===== src/rtl/pc_sequencer.sv =====
// rtl/pc_sequencer.sv - fetch/execute sequencer owning PC and the call/return stack
module pc_sequencer #(
  parameter int PC_W        = 8,
  parameter int OP_W        = 24,
  parameter int STACK_DEPTH = 16,
  parameter int SP_W        = 4
) (
  input  logic              clk,
  input  logic              rst_n,
  input  logic              start,
  input  logic              halt_req,
  output logic              imem_req,
  output logic [PC_W-1:0]   imem_addr,
  input  logic              imem_ack,
  input  logic [OP_W-1:0]   imem_rdata,
  output logic [OP_W-1:0]   op,
  output logic              op_valid,
  input  logic              is_call,
  input  logic              is_ret,
  input  logic              br_we,
  input  logic [PC_W-1:0]   br_target,
  input  logic              mem_busy,
  output logic [PC_W-1:0]   pc,
  output logic [SP_W:0]     sp,
  output logic [2:0]        state,
  output logic              fault
);

  typedef enum logic [2:0] {
    S_IDLE  = 3'd0,
    S_FETCH = 3'd1,
    S_EXEC  = 3'd2,
    S_WAIT  = 3'd3,
    S_HALT  = 3'd4,
    S_FAULT = 3'd5
  } state_t;

  localparam logic [SP_W:0] SP_FULL = (SP_W+1)'(STACK_DEPTH);

  state_t          st;
  logic [PC_W-1:0] stack_mem [STACK_DEPTH];
  logic [PC_W-1:0] pc_inc;
  logic [SP_W:0]   sp_dec;
  logic [SP_W-1:0] push_idx;
  logic [SP_W-1:0] pop_idx;
  logic            overflow;
  logic            underflow;
  logic            do_call;
  logic            do_ret;

  assign state     = st;
  assign imem_addr = pc;

  // Call wins over return, so a return only underflows when no call is decoded.
  always_comb begin
    pc_inc    = pc + 1'b1;
    sp_dec    = sp - 1'b1;
    push_idx  = sp[SP_W-1:0];
    pop_idx   = sp_dec[SP_W-1:0];
    overflow  = is_call && (sp == SP_FULL);
    underflow = !is_call && is_ret && (sp == '0);
    do_call   = is_call && !overflow;
    do_ret    = !is_call && is_ret && !underflow;
  end

  always_ff @(posedge clk) begin
    if (rst_n && st == S_EXEC && do_call)
      stack_mem[push_idx] <= pc_inc;
  end

  always_ff @(posedge clk) begin
    if (!rst_n) begin
      st       <= S_IDLE;
      pc       <= '0;
      sp       <= '0;
      op       <= '0;
      op_valid <= 1'b0;
      imem_req <= 1'b0;
      fault    <= 1'b0;
    end else begin
      op_valid <= 1'b0;
      case (st)
        S_IDLE: begin
          if (start) begin
            st       <= S_FETCH;
            imem_req <= 1'b1;
          end
        end
        S_FETCH: begin
          if (imem_ack) begin
            op       <= imem_rdata;
            op_valid <= 1'b1;
            imem_req <= 1'b0;
            st       <= S_EXEC;
          end
        end
        S_EXEC: begin
          if (overflow || underflow) begin
            fault <= 1'b1;
            st    <= S_FAULT;
          end else begin
            if (do_call) begin
              sp <= sp + 1'b1;
              pc <= br_target;
            end else if (do_ret) begin
              sp <= sp_dec;
              pc <= stack_mem[pop_idx];
            end else if (br_we) begin
              pc <= br_target;
            end else begin
              pc <= pc_inc;
            end
            if (mem_busy) begin
              st <= S_WAIT;
            end else if (halt_req) begin
              st <= S_HALT;
            end else begin
              st       <= S_FETCH;
              imem_req <= 1'b1;
            end
          end
        end
        S_WAIT: begin
          if (!mem_busy) begin
            if (halt_req) begin
              st <= S_HALT;
            end else begin
              st       <= S_FETCH;
              imem_req <= 1'b1;
            end
          end
        end
        S_HALT: begin
          if (start && !halt_req) begin
            st       <= S_FETCH;
            imem_req <= 1'b1;
          end
        end
        S_FAULT: begin
          st <= S_FAULT;
        end
        default: begin
          st <= S_IDLE;
        end
      endcase
    end
  end

endmodule


===== config.mk =====
export PLATFORM = sky130hd
export DESIGN_NAME = pc_sequencer
export DESIGN_NICKNAME = d
export VERILOG_FILES = /design/src/rtl/pc_sequencer.sv
export SDC_FILE = /design/constraint.sdc
export NUM_CORES = 1
export LEC_CHECK = 0
export BUFFER_PORTS_ARGS = -buffer_cell sky130_fd_sc_hd__buf_4
export CAP_MARGIN = 20
export CORE_MARGIN = 2
export CORE_UTILIZATION = 30
export DETAILED_ROUTE_END_ITERATION = 10
export SLEW_MARGIN = 20
export SYNTH_ARGS = -nofsm -noshare
export SYNTH_HDL_FRONTEND = slang
export SYNTH_SLANG_ARGS = --single-unit

===== constraint.sdc =====
create_clock -name clk -period 4.2 [get_ports clk]
set_input_delay 0 -clock clk [delete_from_list [all_inputs] [get_ports clk]]
set_output_delay 0 -clock clk [all_outputs]
set_load 0.01 [all_outputs]

==> impl_results.md, run 1 <==
- Status: complete, no violations
- Clk_lat worst skew: 0.43 ns
- Placement Cell Area: 0.00838 mm2
- GRT Overall Usage: 14.6%
- Syn_nets: 605
- Vias per cell: 4.90
- Vias: 4990
- RSZ-0062 raised after global routing: no
- Die Width: 161 um
- Die Y: 161 um
- Setup WS pre-CTS: 1.24 ns
- Worst EP required: 4.52 ns
- Crit path buf inv count: 2
- Core footprint: 0.0242 mm2
- CP Max Fanout: 37
- Worst flop-to-flop path startpoint: sp[1]
- Delay-heaviest family, CP: adder cells
- Detail Placement HPWL: 11800 um
- Hold depth: 4
- Antenna viol nets, final: 0
- Arrival @ worst endpoint: 3.75 ns
- CP max-delay cell: ha_2
- Reg2Reg Depth: 8
- Routed WL per cell: 18.0 um
- Std cell rows: 57
- Sink Count: 171
- I/O pin cnt: 92
- Static leakage: 3.24 nW
- PnR worst setup slack: 0.770 ns
- Final hold violation count: 0
- Cell count along the critical path: 8
- DR pass1 iterations: 6
- Drt total wl: 18300 um
- Post-synth ARST share: 0%
- Tcrit/Tclk final: 81.7%
- R2r setup slk: 0.77 ns
- Fmax: 292 MHz
- Power per cell area: 415 mW/mm2
- Yosys warns: 0
- Final Critical Period: 3.43 ns
- Synth Cell Area: 0.00738 mm2
- Setup violations, final: 0
- Number of synthesized flops with an enable pin: 128
- Post-Route Setup TNS: 0 ns
- Power, Total: 3.87 mW
- Clock transition at path regs: 0.06 ns
- End of the worst hold path: state[2]
- Vias in the first global route: 4902
- Yosys top cell by area: edfxtp_1
- Antenna violations before repair: 0
- Max-Cap Viols: 0
- Die ar.: 0.0259 mm2
- Peak supply drop: 0.281 mV
- Syn_area_per_cell: 13.2 um2
- Synth area leaders: edfxtp_1, dfxtp_1, mux4_2
- Post-synthesis sequential area ratio: 63.7%
- Placed Cells: 948
- Ant. Diodes: 0
- Max-slew violations: 0
- Worst slew pin tran: 1.11 ns
- GPL Wtd Cong: 0.809
- Final Util: 38.5%
- CTS tree: built
- Hold Crit Start: halt_req
- Commonest cells after routing, fill and taps aside: edfxtp_1, buf_4, nand2_1, a21oi_1, dfxtp_1
- Crit path largest cell delay: 0.99 ns
- Initial Util: 30.4%
- Root buf cell: clkbuf_16
- HP Class: primary input to flop
- First-pass GRT wire length: 28400 um
- Final setup skew: 0.00942 ns
- Startpoint types: flop
- Post-synthesis register bit count: 171
- Critical path class: flop to flop
- Relative slew slack: 26.1%
- Num CTS Buffers: 17
- Mapped Cells: 558
- Area share of the largest cell type after synthesis: 52.1%
- Most common cell after layout, fill and taps aside: edfxtp_1
- Fin cells: 1018
- Number of DRC markers in iteration 0: 511
- H-tree level count: 4
- Post-route cell area: 0.00933 mm2
- Crit-path cells: inv_1 -> ha_2 -> mux4_2 -> nand2_1 -> a21oi_1 -> a211oi_1 -> a221oi_1 -> dlygate4sd3_1
- Clock tree buffer depth: 2
- # port buffers: 91
- Setup crit end kind: flop
- Largest net degree at the start of global routing: 38
- Top_reg_cell synth: edfxtp_1
- RR Endpoint: imem_addr[7]
- Fin nets: 729
- Overflow after GRT: 0
- Number of distinct library cells after synthesis: 66
- Final hold slack: 0.0498 ns
- # DRC: 0
- Synth-to-layout area growth: 26.4%
- Share of cells above drive strength 1: 25.8%
cell type report:
class / instances / area, um2
Sequential cell: 171 / 4710
Timing Repair Buffer: 143 / 1170
Multi-Input combinational cell: 338 / 2460
Clock buffer: 19 / 433
Fill cell: 2320 / 14900
Tap cell: 324 / 405
Clock inverter: 12 / 115
Inverter: 11 / 41.3
metal layers:
layer | track usage, % | wire length, um
met1 | 19.1 | 7940
met2 | 23.5 | 8980
met3 | 3.25 | 979
met4 | 5.84 | 437
met5 | 0 | 0
how the worst max path moves through the flow:
stage	start	end	slack, ns
2_1_floorplan	sp[0]	stack_mem[1][0]	1.19
3_3_place_gp	sp[1]	imem_addr[3]	1.33
3_5_place_dp	sp[1]	stack_mem[4][6]	1.24
4_1_cts	sp[1]	imem_addr[1]	0.79
5_1_grt	sp[1]	imem_addr[1]	0.53
6_report	sp[1]	imem_addr[7]	0.77
timing repair:
item,in CTS,in global routing
endpoints found under the hold margin,34,0
buffers inserted,0,0
hold buffers,39,0
gates resized for setup,0,0
kinds of logic (layout without fill, tap and decap cells):
family | Yosys count | in the layout | synth area share (%)
AO/OA/AOI/OAI | 103 | 103 | 8.93
AND/OR/NAND/NOR | 173 | 173 | 11.0
multiplexers | 45 | 45 | 10.3
adder cells (fa/ha/maj) | 6 | 6 | 1.02
XOR/XNOR | 11 | 11 | 1.41
buffers and inverters | 49 | 185 | 3.63
flip-flops | 171 | 171 | 63.7
where the power goes:
part / leakage, nW / internal [mW] / total [mW] / switching [mW]
Clock: 0.262 / 0.817 / 1.46 / 0.645
Sequential: 1.53 / 1.87 / 1.91 / 0.0447
Combinational: 1.45 / 0.221 / 0.498 / 0.277
Total: 3.24 / 2.91 / 3.87 / 0.966
synthesized netlist by cell type (all sizes together), types with 3 or more instances:
| cell type | count |
|---|---|
| mux2i | 19 |
| o221ai | 3 |
| clkbuf | 12 |
| a211oi | 5 |
| o21ai | 18 |
| nand2b | 4 |
| a31oi | 4 |
| nand4 | 4 |
| nor2b | 4 |
| or3 | 3 |
| dfxtp | 43 |
| nand2 | 82 |
| o211ai | 3 |
| a311oi | 4 |
| xnor2 | 6 |
| ha | 6 |
| edfxtp | 128 |
| nand3 | 24 |
| buf | 26 |
| mux4 | 24 |
| xor2 | 5 |
| a21oi | 45 |
| nor2 | 27 |
| nor3 | 10 |
| inv | 11 |
worst register-to-register path: stages (launching register included):
cell and delay, ns:
dfxtp_1 0.51, inv_1 0.14, ha_2 0.99, mux4_2 0.43, nand2_1 0.10, a21oi_1 0.10, a211oi_1 0.35, a221oi_1 0.15
dlygate4sd3_1 0.57
sequential cells by signal (all words and copies together), names as in the netlist:
register / count
op: 24
imem_req: 1
sp: 5
fault: 1
imem_addr: 8
stack_mem: 128
state: 3
op_valid: 1
(Power assumes the default switching activity.)
==> inputs of run 2 (changes only) <==
==> constraint.sdc (replaced) <==
create_clock -name clk -period 3.5 [get_ports clk]
set_input_delay 0 -clock clk [delete_from_list [all_inputs] [get_ports clk]]
set_output_delay 0 -clock clk [all_outputs]
set_load 0.01 [all_outputs]
==> run 2 against run 1 <==
Effect of this change: clock power up 16%; critical path type unchanged; sequential share of layout area fell by 0.26 points; register-to-register slack worse by 0.42 ns; sequential power is 20% higher; sequential cell count unchanged; worst setup slack got worse by 0.42 ns; hold slack got worse by 0.0053 ns; critical path depth rose by 1; non-clock buffer count up 13; via count fell by 0.36%; fmax is 8.9% higher; wire length decreased by 2.2%.
==> impl_results.md, run 2 (synthesis gave the netlist of run 1 again) <==
- Worst flop-to-flop path startpoint: sp[1]
- Most common cell after layout, fill and taps aside: edfxtp_1
- Fin nets: 742 (+1.8%)
- CTS tree: built
- Cell Int Power: 3.42 mW (+18%)
- First-pass GRT wire length: 27600 um (-3.0%)
- Clock transition at path regs: 0.07 ns (about the same)
- Post-route cell area: 0.00938 mm2 (+0.51%)
- Setup crit end kind: flop
- RSZ-0062 raised after global routing: no
- Final hold violation count: 0 (unchanged)
- Clk_lat worst skew: 0.43 ns (about the same)
- H-tree level count: 4 (unchanged)
- I/O pin cnt: 92 (unchanged)
- Ant. Diodes: 0 (unchanged)
- Sink Count: 171 (unchanged)
- GRT Overall Usage: 14.0% (-0.52 points)
- Worst slew pin tran: 1.02 ns (-0.0840 ns)
- Max reg flops: 128 (unchanged)
- Power per cell area: 489 mW/mm2 (+18%)
- RR Endpoint: imem_addr[7]
- Number of DRC markers in iteration 0: 522 (+2.2%)
- Initial Util: 30.4% (unchanged)
- GPL Wtd Cong: 0.805 (-0.46%)
- Crit. Startpoint: sp[1]
- Max-slew violations: 0 (unchanged)
- Met3 Track Usage GR: 2.66% (-0.59 points)
- Psw: 1.17 mW (+21%)
- GR peak layer: met2
- Die Width: 161 um (unchanged)
- Tcrit/Tclk final: 90.0% (+8.3 points)
- Final Critical Period: 3.15 ns (-0.281 ns)
- Startpoint types: flop
- Peak supply drop: 0.335 mV (+20%)
- Routed WL per cell: 17.4 um (-3.6%)
- Static leakage: 3.29 nW (+1.3%)
- Fmax: 318 MHz (+8.9%)
- Core footprint: 0.0242 mm2 (unchanged)
- R2r setup slk: 0.35 ns (-0.42 ns)
- Die Y: 161 um (unchanged)
- Reg2Reg Depth: 9 (+1)
- M1 GR Usage: 18.1% (-1.0 points)
- Drt total wl: 17900 um (-2.2%)
- # port buffers: 91 (unchanged)
- Vias per cell: 4.82 (-1.7%)
- CP Max Fanout: 27 (-27%)
- Commonest cells after routing, fill and taps aside: edfxtp_1, buf_4, nand2_1, a21oi_1, dfxtp_1
- Setup violations, final: 0 (unchanged)
- Relative slew slack: 31.5% (+5.5 points)
- Switching part of the total power: 25.4% (+0.49 points)
- Critical path class: flop to flop
- Comb pwr share: 13.0% (about the same)
- Crit path to: imem_addr[7]
- Root buf cell: clkbuf_16
- DR pass1 iterations: 7 (+1)
- Clock tree buffer depth: 2 (unchanged)
- Arrival @ worst endpoint: 3.46 ns (-0.29 ns)
- GR Layer Usage met2: 22.9% (-0.60 points)
- Vias in the first global route: 4800 (-2.1%)
- Largest net degree at the start of global routing: 38 (unchanged)
- Post-Route Setup TNS: 0 ns (unchanged)
- Detail Placement HPWL: 11800 um (-0.32%)
- Register with the highest flop count: stack_mem
- HP Class: primary input to flop
- CTS resizes: 0 (unchanged)
- Clock power frac: 37.0% (-0.8 points)
- Reg power frac: 50.0% (+0.6 points)
- Die ar.: 0.0259 mm2 (unchanged)
- Antenna violations before repair: 0 (unchanged)
- Max-Cap Viols: 0 (unchanged)
- Worst EP required: 3.81 ns (-0.71 ns)
- Std cell rows: 57 (unchanged)
- Status: complete, no violations
- Vias: 4972 (-0.36%)
- Synth-to-layout area growth: 27.0%
- Final setup skew: 0.00937 ns (-0.0000427 ns)
- Num CTS Buffers: 17 (unchanged)
- # DRC: 0 (unchanged)
- Antenna viol nets, final: 0 (unchanged)
- Final hold slack: 0.0445 ns (-0.00525 ns)
- Placement Cell Area: 0.00846 mm2 (+0.96%)
- Share of cells above drive strength 1: 26.8% (+1.0 points)
- Overflow after GRT: 0 (unchanged)
[run 2: cell count changes in the layout (fill, tap and decap cells not counted), moves of 2 or more]
cell | previous run | this run
xor2_1 | 2 | 4
clkinv_2 | 1 | 4
clkinvlp_4 | 2 | 4
xnor2_1 | 4 | 6
buf_4 | 104 | 116
clkinv_4 | 4 | 1
xor2_2 | 3 | 1
[run 2: layout make-up]
class                   count  area, um2
well taps                 324        405
fillers                  2306      14900
inverters                  11       41.3
clock buffers              19        433
repair buffers            156       1280
clock inverters            13       93.8
multi-input cells         338       2420
flip-flops and latches    171       4710
[run 2: what timing repair did]
item	CTS	global route
hold buffers	39	0
setup buffers	0	0
hold endpoints to repair	34	0
[run 2: worst min-delay path by stage]
stage	endpoint	slack, ns	from	cells after the start
5_1_grt	state[2]	0.07	halt_req	4
2_1_floorplan	op[0]	0.14	imem_rdata[0]	2
3_5_place_dp	op[8]	0.26	imem_rdata[8]	3
3_3_place_gp	op[1]	0.25	imem_rdata[1]	3
4_1_cts	state[2]	0.01	halt_req	4
6_report	state[2]	0.04	halt_req	4
[run 2: layer usage]
layer  wire [um]  share of wire, %
met2        8800                49
met1        7800                44
met5           0                 0
met4         457               2.5
met3         865               4.8
[run 2: critical path, stage by stage, from the launching register on]
cell and delay [ns]:
dfxtp_1 0.51, inv_1 0.14, ha_2 0.64, buf_12 0.27
mux4_2 0.35, nand2_1 0.11, a21oi_1 0.07, a211oi_1 0.25
a221oi_1 0.11, dlygate4sd3_1 0.56
[run 2: stage by stage]
step,total power [mW],utilization (%),cells,worst slack [ns]
after detailed placement,2.89,34.9,961,0.834
after global routing,4.78,38.7,1032,0.196
after floorplan,2.67,-,558,0.486
after global placement,2.89,34.9,961,0.903
final,4.59,38.7,1032,0.351
after CTS,4.63,38.7,1032,0.331
[run 2: power by group through the flow]
| stage | Sequential [mW] | Clock (mW) | Combinational [mW] |
|---|---|---|---|
| final | 2.29 | 1.70 | 0.597 |
| after global routing | 2.30 | 1.83 | 0.648 |
| after CTS | 2.29 | 1.74 | 0.596 |
| after detailed placement | 2.34 | 0 | 0.557 |
| after global placement | 2.34 | 0 | 0.555 |
| after floorplan | 2.34 | 0 | 0.335 |
